==> src/rtl/memory_arbiter_pkg.sv <==
// Shared types and sizing for the two-client off-chip memory arbiter.
package memory_arbiter_pkg;

    localparam int BLOCK_WORDS = 8;
    localparam int ADDR_W      = 16;
    localparam int DATA_W      = 16;
    localparam int BEAT_W      = $clog2(BLOCK_WORDS);

    typedef enum logic [1:0] {
        IDLE    = 2'd0,
        SERVE_I = 2'd1,
        SERVE_D = 2'd2
    } arb_state_t;

    localparam logic [1:0] GRANT_NONE = 2'b00;
    localparam logic [1:0] GRANT_I    = 2'b01;
    localparam logic [1:0] GRANT_D    = 2'b10;

    // One-hot owner code for a given arbiter state.
    function automatic logic [1:0] grant_of(arb_state_t s);
        case (s)
            SERVE_I: grant_of = GRANT_I;
            SERVE_D: grant_of = GRANT_D;
            default: grant_of = GRANT_NONE;
        endcase
    endfunction

endpackage

==> src/rtl/memory_arbiter_beat_counter.sv <==
// Counts valid fill beats of the current block; flags the last word.
module beat_counter
    import memory_arbiter_pkg::*;
(
    input  logic clk,
    input  logic rst_n,
    input  logic enable,
    input  logic clear,
    output logic terminal
);

    localparam logic [BEAT_W-1:0] LAST_BEAT = BEAT_W'(BLOCK_WORDS - 1);

    logic [BEAT_W-1:0] count_reg;

    // Clear wins over enable so an ending fill always restarts from zero.
    always_ff @(posedge clk or negedge rst_n) begin
        if (!rst_n) begin
            count_reg <= '0;
        end else if (clear) begin
            count_reg <= '0;
        end else if (enable) begin
            count_reg <= count_reg + BEAT_W'(1);
        end
    end

    assign terminal = (count_reg == LAST_BEAT);

endmodule

==> src/rtl/memory_arbiter.sv <==
// Round-robin arbiter sharing one main-memory port between the icache and
// dcache miss engines; an owner keeps the port for a full 8-word block fill
// or until it drops its busy request.
module memory_arbiter
    import memory_arbiter_pkg::*;
(
    input  logic              clk,
    input  logic              rst_n,
    input  logic              icache_busy,
    input  logic [ADDR_W-1:0] icache_addr,
    input  logic              dcache_busy,
    input  logic [ADDR_W-1:0] dcache_addr,
    input  logic [DATA_W-1:0] mem_data_in,
    input  logic              mem_data_valid_in,
    output logic [ADDR_W-1:0] mem_addr,
    output logic              mem_enable,
    output logic [DATA_W-1:0] icache_data,
    output logic [DATA_W-1:0] dcache_data,
    output logic              icache_data_valid,
    output logic              dcache_data_valid,
    output logic [1:0]        grant,
    output logic              stray_valid
);

    arb_state_t state_reg, state_next;
    logic       last_d_reg;     // 1: dcache was the most recent owner
    logic       stray_reg;
    logic       owner_busy;
    logic       owner_valid;
    logic       fill_end;
    logic       beat_last;

    assign owner_busy  = (state_reg == SERVE_I) ? icache_busy :
                         (state_reg == SERVE_D) ? dcache_busy : 1'b0;
    assign owner_valid = (state_reg != IDLE) && mem_data_valid_in;
    // A fill ends on its last beat or when the owner abandons the miss.
    assign fill_end    = (state_reg != IDLE) &&
                         (!owner_busy || (owner_valid && beat_last));

    beat_counter u_beat_counter (
        .clk      (clk),
        .rst_n    (rst_n),
        .enable   (owner_valid),
        .clear    ((state_reg == IDLE) || fill_end),
        .terminal (beat_last)
    );

    // State register.
    always_ff @(posedge clk or negedge rst_n) begin
        if (!rst_n) begin
            state_reg <= IDLE;
        end else begin
            state_reg <= state_next;
        end
    end

    // Round-robin history (updated on grant) and sticky stray-beat flag.
    always_ff @(posedge clk or negedge rst_n) begin
        if (!rst_n) begin
            last_d_reg <= 1'b0;
            stray_reg  <= 1'b0;
        end else begin
            if (state_reg == IDLE && state_next == SERVE_D) last_d_reg <= 1'b1;
            if (state_reg == IDLE && state_next == SERVE_I) last_d_reg <= 1'b0;
            if (state_reg == IDLE && mem_data_valid_in)     stray_reg  <= 1'b1;
        end
    end

    // Next-state: grant from IDLE only, so the other side waits for IDLE.
    always_comb begin
        state_next = state_reg;
        case (state_reg)
            IDLE: begin
                if (icache_busy && dcache_busy) begin
                    state_next = last_d_reg ? SERVE_I : SERVE_D;
                end else if (icache_busy) begin
                    state_next = SERVE_I;
                end else if (dcache_busy) begin
                    state_next = SERVE_D;
                end
            end
            SERVE_I, SERVE_D: begin
                if (fill_end) state_next = IDLE;
            end
            default: state_next = IDLE;
        endcase
    end

    // Outputs: owner's address and valid pass straight through; data is shared.
    always_comb begin
        grant             = grant_of(state_reg);
        mem_enable        = 1'b0;
        mem_addr          = '0;
        icache_data_valid = 1'b0;
        dcache_data_valid = 1'b0;
        icache_data       = mem_data_in;
        dcache_data       = mem_data_in;
        case (state_reg)
            SERVE_I: begin
                mem_enable        = 1'b1;
                mem_addr          = icache_addr;
                icache_data_valid = mem_data_valid_in;
            end
            SERVE_D: begin
                mem_enable        = 1'b1;
                mem_addr          = dcache_addr;
                dcache_data_valid = mem_data_valid_in;
            end
            default: ;
        endcase
    end

    assign stray_valid = stray_reg;

endmodule

==> config.mk <==
export PLATFORM = sky130hd
export DESIGN_NAME = memory_arbiter
export DESIGN_NICKNAME = d
export VERILOG_FILES = /design/src/rtl/memory_arbiter_pkg.sv /design/src/rtl/memory_arbiter_beat_counter.sv /design/src/rtl/memory_arbiter.sv
export SDC_FILE = /design/constraint.sdc
export NUM_CORES = 1
export LEC_CHECK = 0
export BUFFER_PORTS_ARGS = -buffer_cell sky130_fd_sc_hd__buf_2
export CORE_ASPECT_RATIO = 1.25
export CORE_MARGIN = 2
export CORE_UTILIZATION = 32
export DETAILED_ROUTE_END_ITERATION = 7
export GPL_TIMING_DRIVEN = 0
export MAX_ROUTING_LAYER = met4
export PLACE_DENSITY = 0.78
export SLEW_MARGIN = 10
export SYNTH_ARGS = -nofsm -noshare
export SYNTH_HDL_FRONTEND = slang
export SYNTH_SLANG_ARGS = --single-unit
==> constraint.sdc <==
create_clock -name clk -period 1.5 [get_ports clk]
set_input_delay 0.225 -clock clk [delete_from_list [all_inputs] [get_ports clk]]
set_output_delay 0.225 -clock clk [all_outputs]
set_load 0.03 [all_outputs]
==> summary.md, run 1 <==
| Metric | Value |
|---|---|
| Status | finished with violations |
| Failing checks | negative setup slack |
| CP Data Required Time | about 1.3 ns |
| GR Util met3 | 0.0314 |
| Max_slew headroom | 0.799 |
| Ports | roughly 110 |
| CTS tree | built |
| Fraction of the mapped netlist area in simple logic gates | 0.200 |
| # setup viols final | 23 |
| Drt total wl | 4.91 mm |
| Comb power frac | 0.879 |
| Number of global-route vias before repair | 1392 |
| Most used DFF post-synth | dfrtp_1 |
| Post-synthesis register bit count | 7 |
| Tcrit/Tclk final | 1.25 |
| Total iterations of the first detailed-routing run | 4 |
| Min-delay worst type | input pin to async pin |
| Mapped Nets | 185 |
| RSZ-0062 raised after global routing | yes |
| Synthesized area per cell | between 8 and 9 um2 |
| Initial antenna violation count | 0 |
| Critical Path Fanout Max | 6 |
| Net Sw Power | about 1.7 mW |
| Area growth, synth to finish | 123% |
| Core Box Area | 0.00297 mm2 |
| Die span in x | 54.1 um |
| Remaining antenna violation count after routing | 0 |
| Routing usage on met1 | 0.226 |
| Post-Route Skew | 0.00659 ns |
| Synth Area in XOR/XNOR | 0 |
| Yosys Warn Count | 0 |
| Post-synth EDFFs | 0 |
| Seq pwr share | 0.077 |
| Fin crit period | around 1.9 ns |
| Placer's final routability congestion estimate | 0.771 |
| Total power | just under 4 mW |
| Area leader, netlist | buf_4 |
| Fillers | around 190 |
| Post-synth cell types | 27 |
| Worst Setup End Kind | primary output |
| Largest net degree at the start of global routing | 11 |
| Starting Density | 0.338 |
| # port buffers | 89 |
| CTS Buf Count | 3 |
| Final Slew Violations | 0 |
| Slew @ Worst Pin | 0.302 ns |
| Leak | 1.11 nW |
| Worst VDD drop | between 1 and 1.5 mV |
| Post-Syn Instances | 124 |
| DRC errors left | 0 |
| H-tree Lvls | 1 |
| CTS root buffer | clkbuf_4 |
| Clk buf depth | 2 |
| Most used routing layer | met2 |
| Wire per inst | between 15 and 20 um |
| Internal power | 2.21 mW |
| Row count | 22 |
| Asr flop ratio synth | 1.00 |
| Largest family of logic cells by synthesized area | buffers and inverters |
| Drt via density | 5.09 |
| Via count | ~1.4k |
| Clock share of power | 0.044 |
| Critical path launch point type | flop |
| M2 GR Usage | 0.476 |
| Mux cell area share after synthesis | 0.00996 |
| Largest register FFs | 3 |
| CP arrival | 1.64 ns |
| Initial drt markers | 25 |
| Post-detail-place hpwl | 2.34 mm |
| Max-cap violation count | 0 |
| Die area | ~0.0036 mm2 |
| Worst-Skew Late Latency | about 0.25 ns |
| Nets@finish | 303 |
| R2R Setup Slk | -0.17 ns |
| WS Path Type | flop to primary output |
| Sequential share of the synthesized area | 0.174 |
| Worst setup slack after layout | -0.369 ns |
| Worst-path clk slew | 0.06 ns |
| Total GRT Usage | 0.252 |
| Switching share of total power | 0.438 |
| Pwr dens | 1760 mW/mm2 |
| Largest cells by area after synthesis | buf_4 (24%), dfrtp_1 (17%), a22oi_1 (13%), ha_1 (10%), nor2b_1 (10%) |
| Share of the synthesized area in the top cell type | 0.239 |
| Synth Area in Compound Gates | 0.215 |
| Max Freq | 0.535 GHz |
| Synth Area in Adders | 0.0996 |
| Height of the chip | 66.6 um |
| Layout cell share with drive strength beyond 1 | 0.842 |
| WHS | 0.344 ns |
| Clock tree sinks | 7 |
| Hold Violations, Final | 0 |
| Mapped Area | about 0.001 mm2 |
| Final Util | 0.753 |
| First-pass GRT wire length | ~6.4 mm |
| Antenna diodes | 0 |
| GRT overflow | 0 |
[cell usage in the layout (no fill, tap or decap), types with 3 or more instances in the layout]
cell type | synthesis | layout
dfrtp_1 | 7 | 5
nor2b_4 | 0 | 15
buf_4 | 32 | 47
nand2_1 | 5 | 4
a22oi_1 | 17 | 3
ha_4 | 0 | 4
clkbuf_4 | 0 | 3
buf_6 | 2 | 28
a22oi_2 | 0 | 14
ha_1 | 8 | 4
buf_2 | 4 | 69
buf_8 | 0 | 3
[kinds of logic (layout without fill, tap and decap cells)]
logic type	after synthesis	in the layout
simple gates	35	35
flops	7	7
mux	1	1
buf+inv	43	160
compound gates	30	30
fa+ha+maj	8	8
[stage by stage]
| stage | cell area (um2) | TNS, ns | setup slack [ns] | std cells |
|---|---|---|---|---|
| final | 2240 | -6.15 | -0.369 | 277 |
| after global routing | 2240 | -7.20 | -0.406 | 277 |
| after detailed placement | 1620 | -3.56 | -0.312 | 249 |
| after CTS | 2080 | -5.23 | -0.312 | 271 |
| after floorplan | 1130 | -0.756 | -0.0681 | 124 |
| after global placement | 1620 | -3.23 | -0.291 | 249 |
[what timing repair did]
action / 4_1_cts / 5_1_grt
cloned: 3 / 1
resized for setup: 79 / 24
setup buffers: 14 / 9
endpoints found under the hold margin: 7 / 0
setup endpoints to repair: 21 / 27
hold buffers: 1 / 0
pin swaps: 8 / 13
[synth_stat cells, types with 2 or more instances]
master    number
a21oi_1        4
a22oi_1       17
a31oi_1        2
and2_1         3
buf_2          4
buf_4         32
buf_6          2
dfrtp_1        7
ha_1           8
inv_1          4
nand2_1        5
nand2b_1       4
nand3b_1       2
nor2_1         2
nor2b_1       16
[final cells by class]
cell class | instances | area [um2] | share of cell area
multi-input combinational | 74 | 811 | 0.362
sequential | 7 | 178 | 0.0794
inverter | 4 | 20.0 | 0.00894
timing repair buffer | 114 | 827 | 0.369
clock buffer | 4 | 26.3 | 0.0117
buffer | 38 | 332 | 0.148
tap | 36 | 45.0 | 0.0201
[final timing paths]
| check | start | endpoint | cells after the start |
|---|---|---|---|
| setup / recovery | state_reg[1]$_DFF_PN0_ | mem_addr[6] | 7 |
| hold / removal | rst_n | u_beat_counter.count_reg[2]$_DFFE_PN0P_ | 2 |
| setup reg to reg | state_reg[1]$_DFF_PN0_ | state_reg[0]$_DFF_PN0_ | 8 |
| hold reg to reg | stray_valid$_DFFE_PN0P_ | stray_valid$_DFFE_PN0P_ | 1 |
| max in group asynchronous | rst_n | state_reg[0]$_DFF_PN0_ | 2 |
| min in group clk | mem_data_valid_in | stray_valid$_DFFE_PN0P_ | 2 |
[power by group through the flow]
stage / combinational (mW) / clock (mW) / sequential, mW
2_1_floorplan: 1.60 / 0 / 0.276
3_3_place_gp: 1.93 / 0 / 0.292
3_5_place_dp: 1.96 / 0 / 0.292
4_1_cts: 2.92 / 0.173 / 0.296
5_1_grt: 3.60 / 0.198 / 0.309
6_report: 3.46 / 0.174 / 0.304
[routing by layer]
metal	share of wire	wire (um)
met1	0.32	1560
met2	0.55	2700
met3	0.081	398
met4	0.052	257
met5	0	0
[critical path: stages, from the launching register on]
cell	delay, ns
dfrtp_2	0.43
inv_4	0.08
ha_4	0.17
buf_8	0.14
clkbuf_16	0.15
a22oi_2	0.21
nor2b_4	0.06
buf_6	0.14
(Power assumes the default switching activity.)
==> inputs of run 2 (changes only) <==
--- a/config.mk
+++ b/config.mk
@@ -5,6 +5,7 @@
 export SDC_FILE = /design/constraint.sdc
 export NUM_CORES = 1
 export LEC_CHECK = 0
+export ABC_AREA = 1
 export BUFFER_PORTS_ARGS = -buffer_cell sky130_fd_sc_hd__buf_2
 export CORE_ASPECT_RATIO = 1.25
 export CORE_MARGIN = 2
==> run 2 against run 1 <==
Net effect: the run still ends with negative setup slack left; final cell count up 10%; register-to-register slack improved by 0.16 ns; setup slack better by 0.12 ns; total power is 5.6% higher; sequential power down 2%; clock-buffer cell count unchanged; first-iteration DRC count down 76%; area after synthesis rose by 0.37%; clock skew is 0.0056 ns lower; die area rose by 0.36%; sequential cell count unchanged; final area is 2.9% higher; critical endpoint is now mem_addr[9].
==> summary.md, run 2 <==
| Metric | Value |
|---|---|
| Antenna diodes | 0 |
| Die area | roughly 0.0036 mm2 |
| Number of global-route vias before repair | 1306 |
| Slowest stage delay, CP | 0.45 ns |
| Failing checks | negative setup slack |
| Synthesized area per cell | 6.51 um2 |
| Worst VDD drop | 1.39 mV |
| Max Freq | 0.570 GHz |
| Wire per inst | 12.4 um |
| Critical path launch point type | flop |
| Post-detail-place hpwl | 2.30 mm |
| Starting Density | 0.339 |
| R2R Setup Slk | -0.01 ns |
| Seq pwr share | 0.072 |
| Worst Setup End Kind | primary output |
| Max_slew headroom | 0.904 |
| Mapped Area | 0.00101 mm2 |
| Via count | around 1.4k |
| Yosys Warn Count | 0 |
| Drt via density | about 4.5 |
| Share of the synthesized area in the top cell type | 0.246 |
| Largest cells by area after synthesis | buf_4 (25%), nand2_1 (19%), dfrtp_1 (17%), ha_1 (9.9%), a21oi_1 (8.4%) |
| Fillers | 205 |
| Initial drt markers | 6 |
| Slowest-stage cell, CP | dfrtp_2 |
| R2R Path End | last_d_reg$_DFFE_PN0P_ |
| Final Slew Violations | 0 |
| Remaining antenna violation count after routing | 0 |
| Area growth, synth to finish | 128% |
| CTS root buffer | clkbuf_4 |
| WS Path Type | flop to primary output |
| Worst-path cell chain | inv_4 -> ha_4 -> buf_12 -> nand2_1 -> a21oi_4 -> buf_6 |
| Clock share of power | 0.038 |
| Post-synth EDFFs | 0 |
| Initial antenna violation count | 0 |
| FF+latch area | 178 um2 |
| RSZ-0062 raised after global routing | yes |
| Post-Route Skew | 0.000954 ns |
| DRC errors left | 0 |
| Clk buf depth | 2 |
| Synth cell count leaders | nand2_1 (50), buf_4 (33), a21oi_1 (17), inv_1 (17), ha_1 (8) |
| Height of the chip | ~67 um |
| Total GRT Usage | 0.199 |
| Min-delay worst type | input pin to async pin |
| Worst-Skew Late Latency | around 0.24 ns |
| Placer's final routability congestion estimate | 0.815 |
| CP Data Required Time | 1.27 ns |
| Worst setup slack after layout | -0.253 ns |
| Critical Path Fanout Max | 6 |
| Cell with the most instances after synthesis | nand2_1 |
| H-tree Lvls | 1 |
| Pwr dens | 1800 mW/mm2 |
| # setup viols final | 22 |
| Area occupied by multi-input gates | 860 um2 |
| Slew @ Worst Pin | 0.140 ns |
| Sequential share of the synthesized area | 0.174 |
| Layout cell share with drive strength beyond 1 | 0.815 |
| Final Util | 0.775 |
| Drt total wl | 3.79 mm |
| Post-synth cell types | 19 |
| Worst-path clk slew | 0.05 ns |
| Net Sw Power | about 2.1 mW |
| Setup TNS | -3.69 ns |
| Tcrit/Tclk final | 1.17 |
| # port buffers | 90 |
| Core Box Area | 0.00297 mm2 |
| Cells after DPL | between 200 and 300 |
| CP arrival | 1.53 ns |
| Nets@finish | about 330 |
| Pre-CTS WS | -0.252 ns |
| Clock tree sinks | 7 |
| Die span in x | ~54 um |
| Post-route insts no fill | just over 300 |
| Post-synthesis register bit count | 7 |
| Commonest non-fill, non-tap cell in the layout | buf_2 |
| Leak | 1.23 nW |
| Comb power frac | 0.890 |
| Ports | 107 |
| Internal power | slightly above 2 mW |
| Fin crit period | 1.75 ns |
| Max-cap violation count | 0 |
| First-pass GRT wire length | 5.32 mm |
| Switching share of total power | 0.500 |
| Largest net degree at the start of global routing | 8 |
| Largest register FFs | 3 |
| Post-Syn Instances | 155 |
| Mapped Nets | about 220 |
| Asr flop ratio synth | 1.00 |
| Worst Reg-to-Reg Cells | 12 |
| Most used DFF post-synth | dfrtp_1 |
| Row count | 22 |
| Total power | just over 4 mW |
| Reg2reg start | state_reg[0]$_DFF_PN0_ |
| Status | finished with violations |
| Hold Violations, Final | 0 |
| GRT overflow | 0 |
| CTS Buf Count | 3 |
| Commonest cells after routing, fill and taps aside | buf_2 (70), buf_4 (44), buf_6 (27), nand2_2 (20), nand2_1 (18) |
| CTS tree | built |
| Total iterations of the first detailed-routing run | 4 |
| Area leader, netlist | buf_4 |
run 2: changes by cell type after synthesis, moves of 3 or more:
cell / before / now
nand3_1: 1 / 5
nor2b_1: 16 / 0
a22oi_1: 17 / 0
nand3_2: 0 / 3
nand2_1: 5 / 50
and2_1: 3 / 0
a21oi_1: 4 / 17
nand2b_1: 4 / 0
inv_1: 4 / 17
run 2: what timing repair did:
item,CTS,global route
buffers inserted,15,5
pin swaps,24,8
hold buffers,1,0
endpoints found under the hold margin,7,0
setup endpoints to repair,22,26
resized for setup,105,24
gates cloned,3,0
run 2: power by group through the flow:
| stage | logic (mW) | registers, mW | clock network, mW |
|---|---|---|---|
| after floorplan | 1.82 | 0.281 | 0 |
| after global placement | 2.21 | 0.294 | 0 |
| after detailed placement | 2.22 | 0.296 | 0 |
| after CTS | 3.39 | 0.293 | 0.167 |
| after global routing | 3.89 | 0.305 | 0.185 |
| final | 3.69 | 0.299 | 0.159 |
run 2: worst max-delay path by stage:
stage / from / end / slack, ns / cells after the start
floorplan: state_reg[0]$_DFF_PN0_ / mem_addr[0] / -0.11 / 4
global placement: state_reg[1]$_DFF_PN0_ / mem_addr[11] / -0.23 / 7
detailed placement: state_reg[1]$_DFF_PN0_ / mem_addr[11] / -0.25 / 7
CTS: state_reg[1]$_DFF_PN0_ / mem_addr[7] / -0.22 / 7
global route: state_reg[1]$_DFF_PN0_ / mem_addr[9] / -0.30 / 6
finish: state_reg[1]$_DFF_PN0_ / mem_addr[9] / -0.25 / 6
run 2: per-layer routing:
metal | global-route usage | wire (um) | up-vias
li1 | - | - | 677
met3 | 0.0269 | 368 | 4
met2 | 0.405 | 2180 | 66
met5 | - | 0 | -
met1 | 0.171 | 1200 | 619
met4 | 0.0750 | 36 | 0
run 2: cells by family (layout without fill, tap and decap cells):
logic type / Yosys count / after routing / share of synthesized area
AOI/OAI and AO/OA: 22 / 22 / 0.112
and+or+nand+nor: 62 / 62 / 0.268
buffers and inverters: 55 / 170 / 0.337
DFF: 7 / 7 / 0.174
adders and majority gates: 8 / 8 / 0.0993
muxes: 1 / 1 / 0.00993
run 2: cell type report:
cell class | instances | share of cell area
clock buffers | 4 | 0.0114
well taps | 36 | 0.0196
flip-flops and latches | 7 | 0.0771
multi-input cells | 93 | 0.373
inverters | 18 | 0.0348
plain buffers | 35 | 0.127
repair buffers | 113 | 0.357
run 2: worst max-delay path: cells and delay by family, from the launching register on:
kind,cells,cell delay [ns]
adders and majority gates,1,0.18
AOI/OAI and AO/OA,1,0.17
buffers and inverters,3,0.37
and+or+nand+nor,1,0.12
DFF,1,0.45
run 2: through the flow:
step / cell area (um2) / hold slack (ns)
after detailed placement: 1660 / 0.0562
after CTS: 2200 / 0.322
after global placement: 1660 / 0.0579
after global routing: 2300 / 0.344
final: 2300 / 0.333
after floorplan: 1170 / -0.0706
